File: src/rtl/stream_fifo.sv
// Single-clock first-word-fall-through FIFO with valid/ready handshakes on both sides.
// Flags come only from the registered occupancy count, so no input reaches an output combinationally.
module stream_fifo #(
  parameter int WIDTH = 8,
  parameter int DEPTH = 10
) (
  input  logic             clk,
  input  logic             reset,
  input  logic [WIDTH-1:0] data_in,
  input  logic             data_in_val,
  output logic             data_in_rdy,
  output logic [WIDTH-1:0] data_out,
  output logic             data_out_val,
  input  logic             data_out_rdy
);

  localparam int PW = (DEPTH > 1) ? $clog2(DEPTH) : 1;
  localparam int CW = $clog2(DEPTH + 1);

  logic [WIDTH-1:0] buffer [DEPTH];
  logic [PW-1:0]    wr_ptr;
  logic [PW-1:0]    rd_ptr;
  logic [CW-1:0]    count;

  logic w_push;
  logic w_pop;

  // DEPTH need not be a power of two, so wrap explicitly rather than by overflow
  function automatic logic [PW-1:0] ptr_inc(input logic [PW-1:0] p);
    if (p == PW'(DEPTH - 1)) return '0;
    else                     return p + PW'(1);
  endfunction

  assign data_in_rdy  = (count != CW'(DEPTH));
  assign data_out_val = (count != '0);
  assign data_out     = buffer[rd_ptr];

  assign w_push = data_in_val & data_in_rdy;
  assign w_pop  = data_out_val & data_out_rdy;

  always_ff @(posedge clk or negedge reset) begin
    if (!reset) begin
      wr_ptr <= '0;
      rd_ptr <= '0;
      count  <= '0;
    end else begin
      if (w_push) wr_ptr <= ptr_inc(wr_ptr);
      if (w_pop)  rd_ptr <= ptr_inc(rd_ptr);
      case ({w_push, w_pop})
        2'b10:   count <= count + CW'(1);
        2'b01:   count <= count - CW'(1);
        default: count <= count;
      endcase
    end
  end

  // Storage is deliberately left out of reset; stale words sit behind data_out_val=0.
  always_ff @(posedge clk) begin
    if (w_push) buffer[wr_ptr] <= data_in;
  end

endmodule

File: config.mk
export PLATFORM = sky130hd
export DESIGN_NAME = stream_fifo
export DESIGN_NICKNAME = d
export VERILOG_FILES = /design/src/rtl/stream_fifo.sv
export SDC_FILE = /design/constraint.sdc
export NUM_CORES = 1
export LEC_CHECK = 0
export BUFFER_PORTS_ARGS = -buffer_cell sky130_fd_sc_hd__buf_2
export CORE_UTILIZATION = 30
export DETAILED_ROUTE_END_ITERATION = 6
export PLACE_DENSITY = 0.48
export SLEW_MARGIN = 20
export SYNTH_ARGS = -nofsm -noshare
export SYNTH_HDL_FRONTEND = slang
export SYNTH_SLANG_ARGS = --single-unit
File: constraint.sdc
create_clock -name clk -period 3.2 [get_ports clk]
set_input_delay 0.64 -clock clk [delete_from_list [all_inputs] [get_ports clk]]
set_output_delay 0.64 -clock clk [all_outputs]
set_load 0.01 [all_outputs]
# After elaboration in Yosys (flattened, before gate mapping)
# Memories as Yosys holds them, arrays and structs flattened.
# Cells that the tools add are included.
[word_totals]
regBits = 12
ram_bits = 80
inputBits = 12
out_inout_bits = 10
memories = 1
[classes]
n_addsub = 4
eq_ne = 5
n_mux = 5
bitwise_logic = 2
reduce_logical = 2
[memory_table]
columns = ["name", "words", "word_bits", "read_ports", "rd_ports_with_merged_regs", "wr", "line_no", "rtl"]
rows = [
  ["buffer", 10, 8, 1, 0, 1, "20", "logic [WIDTH-1:0] buffer [DEPTH];"],
]
[ops]
columns = ["cell", "n"]
rows = [
  ["$add A4 B1 Y4 const B", 3],
  ["$eq A4 B4 Y1 const B", 2],
  ["$mux W4", 2],
  ["$pmux W4 S2", 1],
  ["$ne A4 B4 Y1 const B", 1],
  ["$reduce_bool A4 Y1", 1],
  ["$sub A4 B1 Y4 const B", 1],
  ["$and A1 B1 Y1", 2],
  ["$eq A2 B1 Y1 const B", 1],
  ["$eq A2 B2 Y1 const B", 1],
  ["$mux W1", 2],
  ["$reduce_bool A2 Y1", 1],
]

# Longest topological paths before layout
[logic_depth]
depth_word = 4
mapped_depth = 8

# Worst setup path before layout
# No wires, ideal clock.
[synth_path]
path_kind = "flip-flop to flip-flop"
startpoint = "register count[0]"
endpoint = "register count[3]"
t_arrival_ps = 2273
t_required_ps = 3084
path_slack_ps = 811
stages_incl_launch_ff = 8
n_path_buf = 0
synth_period_minus_slack_ps = 2389
path_cell_list = "dfrtp_1 -> or4_4 -> and2_1 -> ha_1 -> ha_1 -> a21oi_1 -> o21ai_0 -> o311ai_0"
[synth_via]
elab_chain_len = 4
[synth_rtl]
columns = ["item", "line_no", "rtl"]
rows = [
  ["start: declaration", "23", "logic [CW-1:0] count;"],
  ["start signal: assignment", "50", "2'b10: count <= count + CW'(1);"],
  ["start signal: assignment", "51", "2'b01: count <= count - CW'(1);"],
  ["start signal: assignment", "52", "default: count <= count;"],
  ["$reduce_bool A4 Y1 *", "35", "assign data_out_val = (count != '0);"],
  ["net data_out_val", "13", "output logic data_out_val,"],
  ["$and A1 B1 Y1 *", "39", "assign w_pop = data_out_val & data_out_rdy;"],
  ["net w_pop", "26", "logic w_pop;"],
  ["$eq A2 B1 Y1 or $eq A2 B2 Y1 (tied branches)", "49", "case ({w_push, w_pop})"],
  ["$pmux W4 S2 or $reduce_bool A2 Y1 (tied branches)", "-", ""],
]
# Mark *: on every way through the listed nets, which the timed path passes. The rest lies on a longest branch.
# A chain may end at the register's enable or synchronous reset.

# Final worst setup path
[layout_path]
startpoint = "register rd_ptr[0]"
endpoint = "output data_out[5]"
[layout_via]
elab_chain_len = 1
[layout_rtl]
columns = ["item", "line_no", "rtl"]
rows = [
  ["start: declaration", "22", "logic [PW-1:0] rd_ptr;"],
  ["start signal: assignment", "48", "if (w_pop) rd_ptr <= ptr_inc(rd_ptr);"],
  ["$mem_v2 Z10 W8", "-", ""],
  ["end: declaration", "12", "output logic [WIDTH-1:0] data_out,"],
]
# Every way passes these cells.

==> metrics <==
Mapped Nets=250; unrepaired setup endpoints after global routing=no; vias per cell=between 4 and 5; drt first pass iters=4; Total Power=3.98 mW; Die ar.=13100 um^2; Post-DP HPWL=4860 um; crit end category=primary output; Comb pwr share=0.333; CP required=between 2 and 3 ns; NetSw=1.34 mW; Seq/Total Area, Yosys=0.710; commonest non-fill, non-tap cell in the layout=edfxtp_1; setup TNS=0 ns; Max Buffers Root-to-Sink=2; vias in the first global route=2118; H-tree depth=3; ys async rst share=0.130; max-slew violation count=0; Synthesis Warnings=0; Worst Hold Class=in -> async; postcts setup bufs=0; clock share of power=0.251; GPL Wtd Cong=0.708; Synth Register Bits=92; GRT Util Overall=0.128; GRT overflow=0; Design Area, Final=4490 um^2; number of core rows=40; Yosys cell types=37; total of max-cap violations=0; Pleak=between 1.5 and 2 nW; largest net degree at the start of global routing=20; starting density of the core=0.312; initial DRC count=191; Final setup viols=0; DR WL/cell=17.1 um; Reg clk slew, reported paths=0.07 ns; ratio of final minimum period to clock period=0.843; Worst R2R Path Depth=7; Gate Count Post-Synth=234; reg2reg setup slack=0.67 ns; clock sink total=92; Relative slew margins=0.639; EDFF count, synth=80; antenna violations before repair=0; WP data arrival=2.06 ns; status=completed; critical path fanouts, max=9; Num CTS Buffers=9; CTS tree=built; Worst Skew=roughly 0.0090 ns; post_cts resized=0; vias=between 2000 and 2500; fill count=1176; Top FF cell, synth=edfxtp_1; reg2reg end=count[3]; Worst IR Drop VDD=0.294 mV; Switching Fraction=0.335; critical path type=reg -> out; # diodes=0; pwr/cell area=886 nW/um^2; Mapped Avg Cell Area=16.3 um^2; r2r startpoint=count[0]; Core Area=12200 um^2; Buffers on Ports=21; Max Freq=0.371 GHz; Placed Area=4210 um^2; DRC=0; Hold Fails Final Rpt=0; CP Launch Type=register; Fin Hold WS=0.177 ns; Sequential Power Share=0.416; I/O Pins=22; synthesis-to-finish area growth=18.1%; Post-CTS Hold Buffers=0; Root Buffer=clkbuf_16; # nets final=287; layout cells sized above 1=0.275; clk_lat worst skew=0.34 ns; Tightest Pin Transition=0.541 ns; drt total wl=7580 um; Post-Syn Area=3800 um^2; Die Ht=about 110 um; first-pass GRT wire length=about 12000 um; Power Internal=2.65 mW; Die X=115 um; most frequent cells in the layout=80 x edfxtp_1, 21 x buf_2, 19 x o21ai_0; Tmin final=2.70 ns; Antenna Nets Post-Route=0
[final cells by class]
| class | instances | area [um^2] | share of cell area |
|---|---|---|---|
| sequential | 92 | 2700 | 0.602 |
| inverter | 7 | 26.3 | 0.00585 |
| timing repair buffer | 38 | 233 | 0.0518 |
| clock inverter | 7 | 57.6 | 0.0128 |
| tap | 168 | 210 | 0.0468 |
| multi-input combinational | 123 | 1040 | 0.231 |
| clock buffer | 9 | 225 | 0.0501 |
[synthesized netlist by cell type, types with 4 or more instances]
master,count,area share
edfxtp_1,80,0.63
mux2_2,9,0.027
nand2_1,5,0.0049
o21ai_0,19,0.025
nor2_1,6,0.0059
o22ai_1,8,0.013
nor3_1,6,0.0079
nand2b_1,4,0.0066
nand3_1,9,0.012
mux2i_1,17,0.045
mux4_2,8,0.047
clkbuf_1,7,0.0069
dfrtp_1,12,0.079
inv_1,7,0.0069
xnor2_1,4,0.0092
[layer usage]
metal	GRT usage	wire, um	up-vias
li1	-	-	982
met1	0.173	3670	1051
met2	0.199	3510	38
met3	0.0249	243	14
met4	0.0606	158	0
met5	0	0	-
[registers in the layout, summed over array words and instances (netlist names)]
name	count
buffer	80
count	4
rd_ptr	4
wr_ptr	4
[worst max path at each step]
stage / start / endpoint / slack, ns / depth (start not counted)
2_1_floorplan: count[0] / count[3] / 0.81 / 7
5_1_grt: rd_ptr[0] / data_out[5] / 0.36 / 6
4_1_cts: rd_ptr[0] / data_out[3] / 0.46 / 5
3_5_place_dp: count[0] / count[3] / 0.68 / 7
3_3_place_gp: count[0] / count[3] / 0.73 / 7
6_report: rd_ptr[0] / data_out[5] / 0.50 / 6
[critical path, cell delays in order, from the launching register on]
cell and delay [ns]:
dfrtp_2 0.52, buf_4 0.24, buf_4 0.20, mux2_2 0.34, o21ai_0 0.15, o22ai_1 0.11, buf_2 0.16
[power by group through the flow]
stage | clock network [mW] | logic [mW] | registers (mW)
after floorplan | 0 | 0.966 | 1.60
after global placement | 0 | 1.35 | 1.68
after detailed placement | 0 | 1.35 | 1.68
after CTS | 1.02 | 1.35 | 1.66
after global routing | 1.07 | 1.48 | 1.68
final | 1.00 | 1.33 | 1.65
[through the flow]
step,util,std cells,worst slack [ns]
floorplan,-,234,0.811
global placement,0.345,428,0.731
detailed placement,0.345,428,0.684
CTS,0.368,444,0.458
global route,0.368,444,0.360
finish,0.368,444,0.503
[kinds of logic after synthesis]
group | count (synthesis) | synth area share
compound gates | 34 | 0.0526
xor+xnor | 6 | 0.0138
fa+ha+maj | 4 | 0.0151
buf+inv | 19 | 0.0220
flops | 92 | 0.710
mux | 34 | 0.119
simple gates | 45 | 0.0674
(Power assumes the default switching activity.)
